<file path="src/rtl/pipe_hazard_ctrl_if.sv">
// -----------------------------------------------------------------------------
// pipe_hazard_ctrl_if
//
// Bundles the signals exchanged between a five-stage pipeline datapath and its
// hazard controller (pipe_hazard_ctrl).
//
//   master : the pipeline datapath. It drives the register addresses and flags
//            of the FD/DX/XM/MW registers, the branch outcome and the
//            data-memory handshake. It receives the stage enables, the bubble
//            flushes, the forwarding selects and the status/counter outputs.
//   slave  : the hazard controller. It has the opposite directions.
//
// Parameter CNT_W sets the width of the two performance counters. It must
// match the CNT_W of the controller that the interface is connected to.
// -----------------------------------------------------------------------------
interface pipe_hazard_ctrl_if #(
    parameter int CNT_W = 16
);
    // Decode stage (FD register)
    logic [4:0]       d_rs1_i;
    logic [4:0]       d_rs2_i;
    logic             d_use_rs1_i;
    logic             d_use_rs2_i;
    // Execute stage (DX register)
    logic [4:0]       x_rs1_i;
    logic [4:0]       x_rs2_i;
    logic [4:0]       x_rd_i;
    logic             x_memread_i;
    // Memory stage (XM register)
    logic [4:0]       m_rd_i;
    logic             m_regwrite_i;
    logic             m_branch_taken_i;
    logic             dmem_req_i;
    logic             dmem_ack_i;
    // Writeback stage (MW register)
    logic [4:0]       w_rd_i;
    logic             w_regwrite_i;
    // Stage controls
    logic             pc_en_o;
    logic             fd_en_o;
    logic             dx_en_o;
    logic             xm_en_o;
    logic             fd_flush_o;
    logic             dx_flush_o;
    logic             xm_flush_o;
    logic             mw_flush_o;
    // Forwarding selects
    logic [1:0]       fwd_a_o;
    logic [1:0]       fwd_b_o;
    // Status
    logic [1:0]       state_o;
    logic [CNT_W-1:0] stall_cnt_o;
    logic [CNT_W-1:0] flush_cnt_o;
    logic             err_o;

    modport master (
        output d_rs1_i, d_rs2_i, d_use_rs1_i, d_use_rs2_i,
        output x_rs1_i, x_rs2_i, x_rd_i, x_memread_i,
        output m_rd_i, m_regwrite_i, m_branch_taken_i, dmem_req_i, dmem_ack_i,
        output w_rd_i, w_regwrite_i,
        input  pc_en_o, fd_en_o, dx_en_o, xm_en_o,
        input  fd_flush_o, dx_flush_o, xm_flush_o, mw_flush_o,
        input  fwd_a_o, fwd_b_o,
        input  state_o, stall_cnt_o, flush_cnt_o, err_o
    );

    modport slave (
        input  d_rs1_i, d_rs2_i, d_use_rs1_i, d_use_rs2_i,
        input  x_rs1_i, x_rs2_i, x_rd_i, x_memread_i,
        input  m_rd_i, m_regwrite_i, m_branch_taken_i, dmem_req_i, dmem_ack_i,
        input  w_rd_i, w_regwrite_i,
        output pc_en_o, fd_en_o, dx_en_o, xm_en_o,
        output fd_flush_o, dx_flush_o, xm_flush_o, mw_flush_o,
        output fwd_a_o, fwd_b_o,
        output state_o, stall_cnt_o, flush_cnt_o, err_o
    );
endinterface

</file>
<file path="src/rtl/pipe_hazard_ctrl.sv">
// -----------------------------------------------------------------------------
// pipe_hazard_ctrl
//
// Hazard controller for a five-stage pipeline (F, D, X, M, W). It produces:
//   * stage register enables and bubble flushes. These are combinational from
//     the current state and the inputs, so they act in the same cycle.
//   * ALU operand forwarding selects for the X stage.
//   * a small FSM that tracks data-memory waits (RUN / MEM_WAIT / ERROR).
//   * saturating counters for stall cycles and branch flushes.
//
// Ports:
//   clk_i    : clock. All state changes on its rising edge.
//   reset_i  : asynchronous reset, active low.
//   bus      : pipe_hazard_ctrl_if.slave. It carries the pipeline register
//              fields, the branch/memory handshake, and all control and
//              status outputs.
//
// Control priority while the pipeline is allowed to run:
//   data-memory freeze  >  taken-branch flush  >  load-use stall
//
// Forwarding select encoding:
//   2'b00 = register file, 2'b10 = XM result, 2'b01 = MW writeback.
//
// While reset_i is low the control outputs are forced to their idle values:
// all enables 1, all flushes 0, forwarding 00. This keeps the datapath
// loading the values its own reset establishes.
// -----------------------------------------------------------------------------
module pipe_hazard_ctrl #(
    parameter int CNT_W       = 16,
    parameter int ACK_TIMEOUT = 15
) (
    input  logic              clk_i,
    input  logic              reset_i,
    pipe_hazard_ctrl_if.slave bus
);

    localparam logic [1:0] ST_RUN      = 2'b00;
    localparam logic [1:0] ST_MEM_WAIT = 2'b01;
    localparam logic [1:0] ST_ERROR    = 2'b10;

    // The wait counter must be able to hold ACK_TIMEOUT itself.
    localparam int WC_W = $clog2(ACK_TIMEOUT + 1);

    // Increment that stops at all-ones instead of wrapping.
    function automatic logic [CNT_W-1:0] sat_inc(input logic [CNT_W-1:0] v);
        return (&v) ? v : v + CNT_W'(1);
    endfunction

    // Forwarding select for one X-stage source register. The nearer producer
    // (XM) wins over MW. x0 is never forwarded because it always reads as zero.
    function automatic logic [1:0] fwd_sel(
        input logic [4:0] rs,
        input logic       m_we,
        input logic [4:0] m_rd,
        input logic       w_we,
        input logic [4:0] w_rd
    );
        if (m_we && (m_rd != 5'd0) && (m_rd == rs)) begin
            return 2'b10;
        end
        if (w_we && (w_rd != 5'd0) && (w_rd == rs)) begin
            return 2'b01;
        end
        return 2'b00;
    endfunction

    logic [1:0]       state;
    logic [1:0]       state_nxt;
    logic [WC_W-1:0]  wait_cnt;
    logic [WC_W-1:0]  wait_nxt;
    logic             err_q;
    logic [CNT_W-1:0] stall_cnt;
    logic [CNT_W-1:0] flush_cnt;

    logic             mem_miss;
    logic             load_use;
    logic             freeze;
    logic             release_ok;
    logic             do_branch;

    logic             pc_en;
    logic             fd_en;
    logic             dx_en;
    logic             xm_en;
    logic             fd_fl;
    logic             dx_fl;
    logic             xm_fl;
    logic             mw_fl;

    // -------------------------------------------------------------------------
    // Next state and stage controls (combinational)
    // -------------------------------------------------------------------------
    always_comb begin
        mem_miss = bus.dmem_req_i && !bus.dmem_ack_i;

        // A load in X whose destination a source of the D instruction needs.
        // The value is not available until after M, so D must wait one cycle.
        load_use = bus.x_memread_i && (bus.x_rd_i != 5'd0) &&
                   ((bus.d_use_rs1_i && (bus.x_rd_i == bus.d_rs1_i)) ||
                    (bus.d_use_rs2_i && (bus.x_rd_i == bus.d_rs2_i)));

        freeze     = 1'b0;
        release_ok = 1'b0;
        state_nxt  = state;
        wait_nxt   = wait_cnt;

        // freeze     : the whole pipeline holds and MW takes a bubble.
        // release_ok : the normal branch/load-use rules apply this cycle.
        //              This includes the cycle in which a pending ack arrives.
        case (state)
            ST_RUN: begin
                if (mem_miss) begin
                    freeze    = 1'b1;
                    state_nxt = ST_MEM_WAIT;
                    wait_nxt  = '0;
                end else begin
                    // A request that is acked in the same cycle costs nothing.
                    release_ok = 1'b1;
                end
            end
            ST_MEM_WAIT: begin
                if (bus.dmem_ack_i) begin
                    release_ok = 1'b1;
                    state_nxt  = ST_RUN;
                    wait_nxt   = '0;
                end else begin
                    freeze   = 1'b1;
                    wait_nxt = wait_cnt + WC_W'(1);
                    if (wait_nxt == WC_W'(ACK_TIMEOUT)) begin
                        state_nxt = ST_ERROR;
                    end
                end
            end
            ST_ERROR: begin
                // Only reset leaves this state. Ack and branch are ignored.
                freeze = 1'b1;
            end
            default: begin
                // The unused encoding falls back to RUN.
                state_nxt = ST_RUN;
                wait_nxt  = '0;
            end
        endcase

        do_branch = release_ok && bus.m_branch_taken_i;

        pc_en = 1'b1;
        fd_en = 1'b1;
        dx_en = 1'b1;
        xm_en = 1'b1;
        fd_fl = 1'b0;
        dx_fl = 1'b0;
        xm_fl = 1'b0;
        mw_fl = 1'b0;

        if (freeze) begin
            pc_en = 1'b0;
            fd_en = 1'b0;
            dx_en = 1'b0;
            xm_en = 1'b0;
            mw_fl = 1'b1;
        end else if (do_branch) begin
            // Squash the three wrong-path instructions. The PC keeps loading
            // so that the branch target is fetched next.
            fd_fl = 1'b1;
            dx_fl = 1'b1;
            xm_fl = 1'b1;
        end else if (release_ok && load_use) begin
            // Hold F and D for one cycle and send a bubble into X. When the
            // load moves on to M the match goes away, so the stall ends by itself.
            pc_en = 1'b0;
            fd_en = 1'b0;
            dx_fl = 1'b1;
        end
    end

    // -------------------------------------------------------------------------
    // State, wait counter, sticky error and performance counters
    // -------------------------------------------------------------------------
    always_ff @(posedge clk_i or negedge reset_i) begin
        if (!reset_i) begin
            state     <= ST_RUN;
            wait_cnt  <= '0;
            err_q     <= 1'b0;
            stall_cnt <= '0;
            flush_cnt <= '0;
        end else begin
            state    <= state_nxt;
            wait_cnt <= wait_nxt;
            if (state_nxt == ST_ERROR) begin
                err_q <= 1'b1;
            end
            if (!pc_en) begin
                stall_cnt <= sat_inc(stall_cnt);
            end
            if (do_branch) begin
                flush_cnt <= sat_inc(flush_cnt);
            end
        end
    end

    // -------------------------------------------------------------------------
    // Outputs. Reset forces the idle control pattern combinationally.
    // -------------------------------------------------------------------------
    always_comb begin
        bus.pc_en_o     = pc_en || !reset_i;
        bus.fd_en_o     = fd_en || !reset_i;
        bus.dx_en_o     = dx_en || !reset_i;
        bus.xm_en_o     = xm_en || !reset_i;
        bus.fd_flush_o  = fd_fl && reset_i;
        bus.dx_flush_o  = dx_fl && reset_i;
        bus.xm_flush_o  = xm_fl && reset_i;
        bus.mw_flush_o  = mw_fl && reset_i;
        bus.fwd_a_o     = 2'b00;
        bus.fwd_b_o     = 2'b00;
        if (reset_i) begin
            bus.fwd_a_o = fwd_sel(bus.x_rs1_i, bus.m_regwrite_i, bus.m_rd_i,
                                  bus.w_regwrite_i, bus.w_rd_i);
            bus.fwd_b_o = fwd_sel(bus.x_rs2_i, bus.m_regwrite_i, bus.m_rd_i,
                                  bus.w_regwrite_i, bus.w_rd_i);
        end
        bus.state_o     = state;
        bus.stall_cnt_o = stall_cnt;
        bus.flush_cnt_o = flush_cnt;
        bus.err_o       = err_q;
    end

endmodule

</file>
<file path="src/flat_wrapper.sv">
// flat-port wrapper written by rule: the top's interface ports become plain ports
module pipe_hazard_ctrl_flat 
#(
    parameter int CNT_W       = 16,
    parameter int ACK_TIMEOUT = 15
)
  (clk_i, reset_i, bus_d_rs1_i, bus_d_rs2_i, bus_d_use_rs1_i, bus_d_use_rs2_i, bus_x_rs1_i, bus_x_rs2_i, bus_x_rd_i, bus_x_memread_i, bus_m_rd_i, bus_m_regwrite_i, bus_m_branch_taken_i, bus_dmem_req_i, bus_dmem_ack_i, bus_w_rd_i, bus_w_regwrite_i, bus_pc_en_o, bus_fd_en_o, bus_dx_en_o, bus_xm_en_o, bus_fd_flush_o, bus_dx_flush_o, bus_xm_flush_o, bus_mw_flush_o, bus_fwd_a_o, bus_fwd_b_o, bus_state_o, bus_stall_cnt_o, bus_flush_cnt_o, bus_err_o);
  pipe_hazard_ctrl_if #(.CNT_W(CNT_W)) bus_i ();
  input  logic clk_i;
  input  logic reset_i;
  input wire logic [$bits(bus_i.d_rs1_i)-1:0] bus_d_rs1_i;
  input wire logic [$bits(bus_i.d_rs2_i)-1:0] bus_d_rs2_i;
  input wire logic [$bits(bus_i.d_use_rs1_i)-1:0] bus_d_use_rs1_i;
  input wire logic [$bits(bus_i.d_use_rs2_i)-1:0] bus_d_use_rs2_i;
  input wire logic [$bits(bus_i.x_rs1_i)-1:0] bus_x_rs1_i;
  input wire logic [$bits(bus_i.x_rs2_i)-1:0] bus_x_rs2_i;
  input wire logic [$bits(bus_i.x_rd_i)-1:0] bus_x_rd_i;
  input wire logic [$bits(bus_i.x_memread_i)-1:0] bus_x_memread_i;
  input wire logic [$bits(bus_i.m_rd_i)-1:0] bus_m_rd_i;
  input wire logic [$bits(bus_i.m_regwrite_i)-1:0] bus_m_regwrite_i;
  input wire logic [$bits(bus_i.m_branch_taken_i)-1:0] bus_m_branch_taken_i;
  input wire logic [$bits(bus_i.dmem_req_i)-1:0] bus_dmem_req_i;
  input wire logic [$bits(bus_i.dmem_ack_i)-1:0] bus_dmem_ack_i;
  input wire logic [$bits(bus_i.w_rd_i)-1:0] bus_w_rd_i;
  input wire logic [$bits(bus_i.w_regwrite_i)-1:0] bus_w_regwrite_i;
  output wire logic [$bits(bus_i.pc_en_o)-1:0] bus_pc_en_o;
  output wire logic [$bits(bus_i.fd_en_o)-1:0] bus_fd_en_o;
  output wire logic [$bits(bus_i.dx_en_o)-1:0] bus_dx_en_o;
  output wire logic [$bits(bus_i.xm_en_o)-1:0] bus_xm_en_o;
  output wire logic [$bits(bus_i.fd_flush_o)-1:0] bus_fd_flush_o;
  output wire logic [$bits(bus_i.dx_flush_o)-1:0] bus_dx_flush_o;
  output wire logic [$bits(bus_i.xm_flush_o)-1:0] bus_xm_flush_o;
  output wire logic [$bits(bus_i.mw_flush_o)-1:0] bus_mw_flush_o;
  output wire logic [$bits(bus_i.fwd_a_o)-1:0] bus_fwd_a_o;
  output wire logic [$bits(bus_i.fwd_b_o)-1:0] bus_fwd_b_o;
  output wire logic [$bits(bus_i.state_o)-1:0] bus_state_o;
  output wire logic [$bits(bus_i.stall_cnt_o)-1:0] bus_stall_cnt_o;
  output wire logic [$bits(bus_i.flush_cnt_o)-1:0] bus_flush_cnt_o;
  output wire logic [$bits(bus_i.err_o)-1:0] bus_err_o;
  assign bus_i.d_rs1_i = bus_d_rs1_i;
  assign bus_i.d_rs2_i = bus_d_rs2_i;
  assign bus_i.d_use_rs1_i = bus_d_use_rs1_i;
  assign bus_i.d_use_rs2_i = bus_d_use_rs2_i;
  assign bus_i.x_rs1_i = bus_x_rs1_i;
  assign bus_i.x_rs2_i = bus_x_rs2_i;
  assign bus_i.x_rd_i = bus_x_rd_i;
  assign bus_i.x_memread_i = bus_x_memread_i;
  assign bus_i.m_rd_i = bus_m_rd_i;
  assign bus_i.m_regwrite_i = bus_m_regwrite_i;
  assign bus_i.m_branch_taken_i = bus_m_branch_taken_i;
  assign bus_i.dmem_req_i = bus_dmem_req_i;
  assign bus_i.dmem_ack_i = bus_dmem_ack_i;
  assign bus_i.w_rd_i = bus_w_rd_i;
  assign bus_i.w_regwrite_i = bus_w_regwrite_i;
  assign bus_pc_en_o = bus_i.pc_en_o;
  assign bus_fd_en_o = bus_i.fd_en_o;
  assign bus_dx_en_o = bus_i.dx_en_o;
  assign bus_xm_en_o = bus_i.xm_en_o;
  assign bus_fd_flush_o = bus_i.fd_flush_o;
  assign bus_dx_flush_o = bus_i.dx_flush_o;
  assign bus_xm_flush_o = bus_i.xm_flush_o;
  assign bus_mw_flush_o = bus_i.mw_flush_o;
  assign bus_fwd_a_o = bus_i.fwd_a_o;
  assign bus_fwd_b_o = bus_i.fwd_b_o;
  assign bus_state_o = bus_i.state_o;
  assign bus_stall_cnt_o = bus_i.stall_cnt_o;
  assign bus_flush_cnt_o = bus_i.flush_cnt_o;
  assign bus_err_o = bus_i.err_o;
  pipe_hazard_ctrl #(.CNT_W(CNT_W), .ACK_TIMEOUT(ACK_TIMEOUT)) u_core (.clk_i(clk_i), .reset_i(reset_i), .bus(bus_i));
endmodule
</file>
<file path="config.mk">
export PLATFORM = sky130hd
export DESIGN_NAME = pipe_hazard_ctrl_flat
export DESIGN_NICKNAME = d
export VERILOG_FILES = /design/src/rtl/pipe_hazard_ctrl_if.sv /design/src/rtl/pipe_hazard_ctrl.sv /design/src/flat_wrapper.sv
export SDC_FILE = /design/constraint.sdc
export NUM_CORES = 1
export LEC_CHECK = 0
export ABC_AREA = 1
export BUFFER_PORTS_ARGS = -buffer_cell sky130_fd_sc_hd__buf_2
export CAP_MARGIN = 5
export CORE_MARGIN = 4
export CORE_UTILIZATION = 30
export CTS_BUF_LIST = sky130_fd_sc_hd__clkbuf_8
export DETAILED_ROUTE_END_ITERATION = 10
export SYNTH_ARGS = -nofsm -noshare
export SYNTH_HDL_FRONTEND = slang
export SYNTH_SLANG_ARGS = --single-unit
</file>
<file path="constraint.sdc">
create_clock -name clk_i -period 1.4 [get_ports clk_i]
set_input_delay 0.21 -clock clk_i [delete_from_list [all_inputs] [get_ports clk_i]]
set_output_delay 0.21 -clock clk_i [all_outputs]
set_load 0.01 [all_outputs]
</file>
======== Word-level counts from Yosys, hierarchy flattened ========
Cells that the tools add are included.
storage, ports and cells
  flip-flop bits (word level) ............. 39
  output and inout port bits .............. 47
  word-level logic and storage cells ...... 96
operators by class
  $add $sub $neg .......................... 3
  equality and inequality tests ........... 11
  multiplexer cells ....................... 43
  bitwise logic cells ..................... 4
  reductions and logical operators ........ 30
operators by type and width
  operator                                                                  number
  16-bit by 1-bit adder with 16-bit output (second input constant)          2
  16-bit AND reduction                                                      2
  5-bit == test                                                             6
  2-bit 2-to-1 mux                                                          13
  1-bit 2-to-1 mux                                                          24
  1-bit logical AND                                                         16
  5-bit nonzero test                                                        3
  4-bit one-hot mux with 3 select lines                                     1
  4-bit 2-to-1 mux                                                          2
  2-bit one-hot mux with 3 select lines                                     1
  2-bit AND reduction                                                       3
  4-bit by 1-bit adder with 4-bit output (second input constant)            1
  2-bit == test (second input constant)                                     2
  4-bit == test (second input constant)                                     1
  1-bit inverter                                                            4
  1-bit logical OR                                                          3
  1-bit one-hot mux with 3 select lines                                     1
  2-bit by 1-bit == test with 1-bit output (second input constant)          1
  1-bit logical NOT                                                         2
  2-bit logical NOT                                                         1
  2-bit by 1-bit inequality test with 1-bit output (second input constant)  1
  1-bit one-hot mux with 2 select lines                                     1

======== Longest topological paths before layout ========
  word-level depth ........................ 10
  mapped depth ............................ 12
  depth with buffers taken out ............ 11

======== Worst setup path after synthesis ========
No wires, ideal clock.
  path type ............................... flip-flop to output port
  start ................................... reg u_core.state[0] (netlist: u_core.bus.state_o[0])
  end ..................................... out bus_pc_en_o
  data arrival time ....................... 1.469 ns
  data required time ...................... 1.190 ns
  path slack .............................. -0.279 ns
  cell stages (with the launch flop) ...... 11
  buffers on the path ..................... 2
  path through ............................ dfrtp_1 > inv_2 > nor2_1 > nor2_2 > nand2_2 > nor2_4 > nand3_2 > nand2_4 > buf_4 > nand2_1 > buf_4
on the way
  word-level cells in the longest chain between the ends .. 7
  elaborated cells on any way between the ends .. 11
  classes of those cells .................. eq/ne (2); mux (5); reduce/logical (4)
ends and longest elaborated chain
  what                                                                                  line                     text
  start, declared                                                                       pipe_hazard_ctrl.sv:67   logic [1:0] state;
  start signal, assigned                                                                pipe_hazard_ctrl.sv:188  state <= state_nxt;
  2-bit by 1-bit == test with 1-bit output / 2-bit logical NOT (equally long branches)  pipe_hazard_ctrl.sv:110  case (state)
  1-bit one-hot mux with 2 select lines                                                 pipe_hazard_ctrl.sv:110
  1-bit logical AND                                                                     pipe_hazard_ctrl.sv:168  end else if (release_ok && load_use) begin
  1-bit 2-to-1 mux (2 in series)                                                        --
  1-bit 2-to-1 mux (*)                                                                  --
  1-bit logical OR (*)                                                                  --
  end, declared                                                                         flat_wrapper.sv:26       output wire logic [$bits(bus_i.pc_en_o)-1:0] bus_pc_en_o;
Mark *: on every way between the ends. The rest lies on a longest branch, timed or not.

======== Worst setup path in the final report ========
  start ................................... reg u_core.state[1] (netlist: u_core.bus.state_o[1])
  end ..................................... out bus_dx_flush_o
on the way
  word-level cells in the longest chain between the ends .. 7
  elaborated cells on any way between the ends .. 11
  classes of those cells .................. eq/ne (2); mux (5); reduce/logical (4)
ends and longest elaborated chain
  what                                                                                  line                     text
  2-bit by 1-bit == test with 1-bit output / 2-bit logical NOT (equally long branches)  pipe_hazard_ctrl.sv:110
  1-bit one-hot mux with 2 select lines                                                 pipe_hazard_ctrl.sv:110
  1-bit logical AND                                                                     pipe_hazard_ctrl.sv:168
  1-bit 2-to-1 mux                                                                      pipe_hazard_ctrl.sv:168
  1-bit 2-to-1 mux                                                                      pipe_hazard_ctrl.sv:162  end else if (do_branch) begin
  1-bit 2-to-1 mux (*)                                                                  pipe_hazard_ctrl.sv:156  if (freeze) begin
  1-bit logical AND (*)                                                                 pipe_hazard_ctrl.sv:211  bus.dx_flush_o = dx_fl && reset_i;
  end, declared                                                                         flat_wrapper.sv:31       output wire logic [$bits(bus_i.dx_flush_o)-1:0] bus_dx_flush_o;
Marked as above.

==> flow_results.xml <==
<?xml version="1.0" encoding="UTF-8"?>
<metrics>
  <group name="yosys">
    <metric name="avgSynthCellArea" unit="µm²">7.43</metric>
    <metric name="synth_nets" unit="">434</metric>
    <metric name="mappedNetlistArea" unit="mm²">0.00286</metric>
    <metric name="synth-seq-area-share" unit="">0.341</metric>
    <metric name="syn-instance-count" unit="">385</metric>
    <metric name="synth-edff-count" unit="">0</metric>
    <metric name="ys_ff_latch" unit="">39</metric>
    <metric name="yosysWarnings" unit="">0</metric>
    <metric name="predominant_post_synthesis_flop_cell" unit="">dfrtp_1</metric>
    <metric name="proportion_of_register_bits_with_asynchronous_set_or_reset_after_synthesis" unit="">1.00</metric>
    <metric name="ys_types" unit="">36</metric>
  </group>
  <group name="critical_path">
    <metric name="timing.critical_path.arrival" unit="ns">1.45</metric>
    <metric name="timing.reg2reg.setup_slack" unit="ns">-0.22</metric>
    <metric name="endpoint_kind" unit="">primary output</metric>
    <metric name="cp.required" unit="ns">1.19</metric>
    <metric name="worstPathMaxFanout" unit="">2</metric>
    <metric name="cp-start-kind" unit="">register</metric>
    <metric name="path_class" unit="">reg -&gt; out</metric>
  </group>
  <group name="drt">
    <metric name="routed_wl" unit="mm">8.07</metric>
    <metric name="detailroute.via_count" unit="">3084</metric>
    <metric name="drt_first_pass_iters" unit="">4</metric>
    <metric name="route.detailed.vias_per_inst" unit="">4.53</metric>
    <metric name="antenna_left" unit="">0</metric>
    <metric name="drt-initial-drc-count" unit="">101</metric>
    <metric name="post-route-drc-count" unit="">0</metric>
    <metric name="route.detailed.wl_per_inst" unit="µm">11.9</metric>
  </group>
  <group name="sta">
    <metric name="timing_worst_slew_pin_value" unit="ns">0.509</metric>
    <metric name="total_negative_setup_slacks" unit="ns">-6.32</metric>
    <metric name="timing_hold_violations_final" unit="">0</metric>
    <metric name="post-route-min-period" unit="ns">1.66</metric>
    <metric name="timing.slew.headroom" unit="">0.660</metric>
    <metric name="final_min_period_over_clock_period" unit="">1.19</metric>
    <metric name="maxSlewViolCount" unit="">0</metric>
    <metric name="max_freq" unit="GHz">0.601</metric>
    <metric name="unrepaired_setup_endpoints_after_global_routing" unit="">true</metric>
    <metric name="finalWorstSetupSlack" unit="ns">-0.264</metric>
    <metric name="fin_skew" unit="ns">0.00656</metric>
    <metric name="worst_hold_slack" unit="ns">0.144</metric>
    <metric name="setup-violations-final" unit="">42</metric>
  </group>
  <group name="finish">
    <metric name="drive_above_1_share" unit="">0.473</metric>
    <metric name="syn_to_final_growth" unit="%">56.2</metric>
    <metric name="finalNetCount" unit="">600</metric>
    <metric name="fillCellCount" unit="">873</metric>
    <metric name="sequential_cell_area" unit="µm²">980</metric>
    <metric name="multi_input_area" unit="mm²">0.00192</metric>
    <metric name="diodes" unit="">0</metric>
  </group>
  <group name="cts">
    <metric name="tritoncts_clock_tree" unit="">done</metric>
    <metric name="cts_htree_levels" unit="">2</metric>
    <metric name="cts-buffers-inserted" unit="">5</metric>
    <metric name="clkTransAtPathRegs" unit="ns">0.08</metric>
    <metric name="clk_root_buffer_cell" unit="">clkbuf_8</metric>
    <metric name="clk_lat_worst_skew" unit="ns">0.28</metric>
    <metric name="cts_max_path_buffers" unit="">2</metric>
    <metric name="clock-sinks" unit="">39</metric>
  </group>
  <group name="floorplanning">
    <metric name="boundaryPins" unit="">92</metric>
    <metric name="start_util" unit="">0.309</metric>
    <metric name="die_h" unit="µm">106</metric>
    <metric name="die_width" unit="µm">106</metric>
    <metric name="design.core.area" unit="mm²">0.00924</metric>
    <metric name="core.rowCount" unit="">35</metric>
    <metric name="area_of_the_die" unit="mm²">0.0112</metric>
  </group>
  <group name="pwr">
    <metric name="vdd_drop_max" unit="V">0.000850</metric>
    <metric name="power_density" unit="mW/mm²">1000</metric>
    <metric name="cellLeakagePower" unit="µW">0.00235</metric>
  </group>
  <group name="hold_path">
    <metric name="min_path_type" unit="">in -&gt; async</metric>
  </group>
  <group name="grt">
    <metric name="aggregate_global_route_resource_usage" unit="">0.143</metric>
    <metric name="grt_pass1_wl" unit="mm">13.5</metric>
    <metric name="grt_start_max_net_pins" unit="">40</metric>
    <metric name="antenna_found_initial" unit="">0</metric>
    <metric name="global_route.overflow_total" unit="">0</metric>
    <metric name="first_global_vias" unit="">3030</metric>
  </group>
  <group name="run">
    <metric name="max-cap-violations" unit="">0</metric>
  </group>
  <group name="place">
    <metric name="portBuffers" unit="">91</metric>
    <metric name="routabilityCongestion" unit="">0.846</metric>
    <metric name="hpwl" unit="mm">6.33</metric>
  </group>
  <group name="status">
    <metric name="status" unit="">complete, but fails checks</metric>
    <metric name="violations" unit="">setup timing</metric>
  </group>
</metrics>
[state kept, by name, summed over array words and instances, names as in the netlist]
signal,count
u_core.bus.err_o,1
u_core.bus.flush_cnt_o,16
u_core.bus.stall_cnt_o,16
u_core.wait_cnt,4
u_core.bus.state_o,2
[synthesized netlist by cell type, types with 2 or more instances]
master / number / area, µm²
nor2_1: 29 / 109
buf_4: 4 / 30.0
nand4_1: 4 / 25.0
nor2_4: 2 / 22.5
nand3_2: 3 / 30.0
nand3b_1: 2 / 15.0
nand2_4: 4 / 45.0
a21oi_1: 7 / 35.0
nand2_2: 14 / 87.6
nor2_2: 5 / 31.3
xor2_1: 21 / 184
nor4_1: 3 / 18.8
inv_1: 42 / 158
nand2_1: 103 / 387
o22ai_1: 4 / 25.0
dfrtp_1: 39 / 976
nand3_1: 31 / 155
nor3_2: 2 / 20.0
o21ai_1: 4 / 20.0
or2_2: 3 / 18.8
ha_1: 4 / 50.1
inv_2: 9 / 33.8
nor3_1: 10 / 50.1
xnor2_1: 21 / 184
o21ai_0: 4 / 20.0
[worst paths after layout]
check,startpoint,end,depth (start not counted)
setup reg to reg,u_core.bus.state_o[1],u_core.bus.stall_cnt_o[12],13
setup / recovery,u_core.bus.state_o[1],bus_dx_flush_o,8
min in group clk_i,bus_dmem_req_i,u_core.bus.state_o[0],4
hold / removal,reset_i,u_core.bus.stall_cnt_o[7],3
max in group asynchronous,reset_i,u_core.bus.state_o[0],3
hold reg to reg,u_core.bus.err_o,u_core.bus.err_o,1
[cells by family (layout without fill, tap and decap cells)]
logic type,after synthesis,after routing,synth area share
fa+ha+maj,4,4,0.0175
flops,39,39,0.341
xor+xnor,42,42,0.129
buf+inv,58,224,0.0902
compound gates,24,24,0.0508
simple gates,218,219,0.372
[worst max-delay path, cell delays in order (launching register included)]
cell and delay (ns):
dfrtp_1 0.39, inv_2 0.06, nand2_2 0.06, nor2_4 0.12
inv_2 0.07, nor2_4 0.13, inv_2 0.07, a21oi_2 0.12
buf_2 0.15
[cell type report]
type                    instances  area share
clock buffers                   5      0.0154
clock inverters                 3      0.0143
inverters                      51      0.0446
multi-input cells             289       0.430
flip-flops and latches         39       0.219
well taps                     129      0.0361
repair buffers                164       0.237
repair inverters                1     0.00252
[per-stage QoR]
| stage | power [µW] | utilization | area (µm²) | cells | setup WS (ns) |
|---|---|---|---|---|---|
| floorplan | 2330 | - | 2930 | 385 | -0.159 |
| global placement | 3100 | 0.427 | 3950 | 662 | -0.108 |
| detailed placement | 3130 | 0.427 | 3950 | 662 | -0.131 |
| CTS | 4370 | 0.465 | 4290 | 676 | -0.280 |
| global route | 4800 | 0.483 | 4470 | 681 | -0.368 |
| finish | 4480 | 0.483 | 4470 | 681 | -0.264 |
[routing by layer]
metal,part of all wire,vias up,track usage
li1,-,1553,-
met1,0.46,1444,0.188
met2,0.48,74,0.243
met3,0.043,13,0.0300
met4,0.013,0,0.0259
met5,0,-,0
[power breakdown]
group	switching, µW	internal [µW]	total (µW)
Sequential	210	1320	1530
Combinational	928	914	1840
Clock	405	706	1110
Total	1540	2940	4480
[cell usage in the layout (no fill, tap or decap), drive strengths merged]
master | Yosys | layout
a31oi | 1 | 1
nor4 | 3 | 3
xor2 | 21 | 21
nor3b | 2 | 2
nand3b | 2 | 2
nor3 | 12 | 12
clkbuf | 0 | 5
ha | 4 | 4
or2 | 3 | 3
inv | 51 | 53
a21oi | 7 | 7
o41ai | 1 | 1
nand2 | 121 | 122
o21a | 1 | 1
nor2 | 36 | 36
o211ai | 1 | 1
buf | 7 | 164
bufinv | 0 | 2
xnor2 | 21 | 21
dfrtp | 39 | 39
o22ai | 4 | 4
nand4 | 5 | 5
o31ai | 1 | 1
nand3 | 34 | 34
o21ai | 8 | 8
[timing repair]
action                                  CTS  global route
pin swaps                                12            17
hold endpoints to repair                  0             0
endpoints found under the setup margin   42            45
cloned                                    1             1
hold buffers                              0             0
buffers inserted                          5             4
gates resized for setup                  36            30
Note: power is estimated with default switching activity, not from simulation.
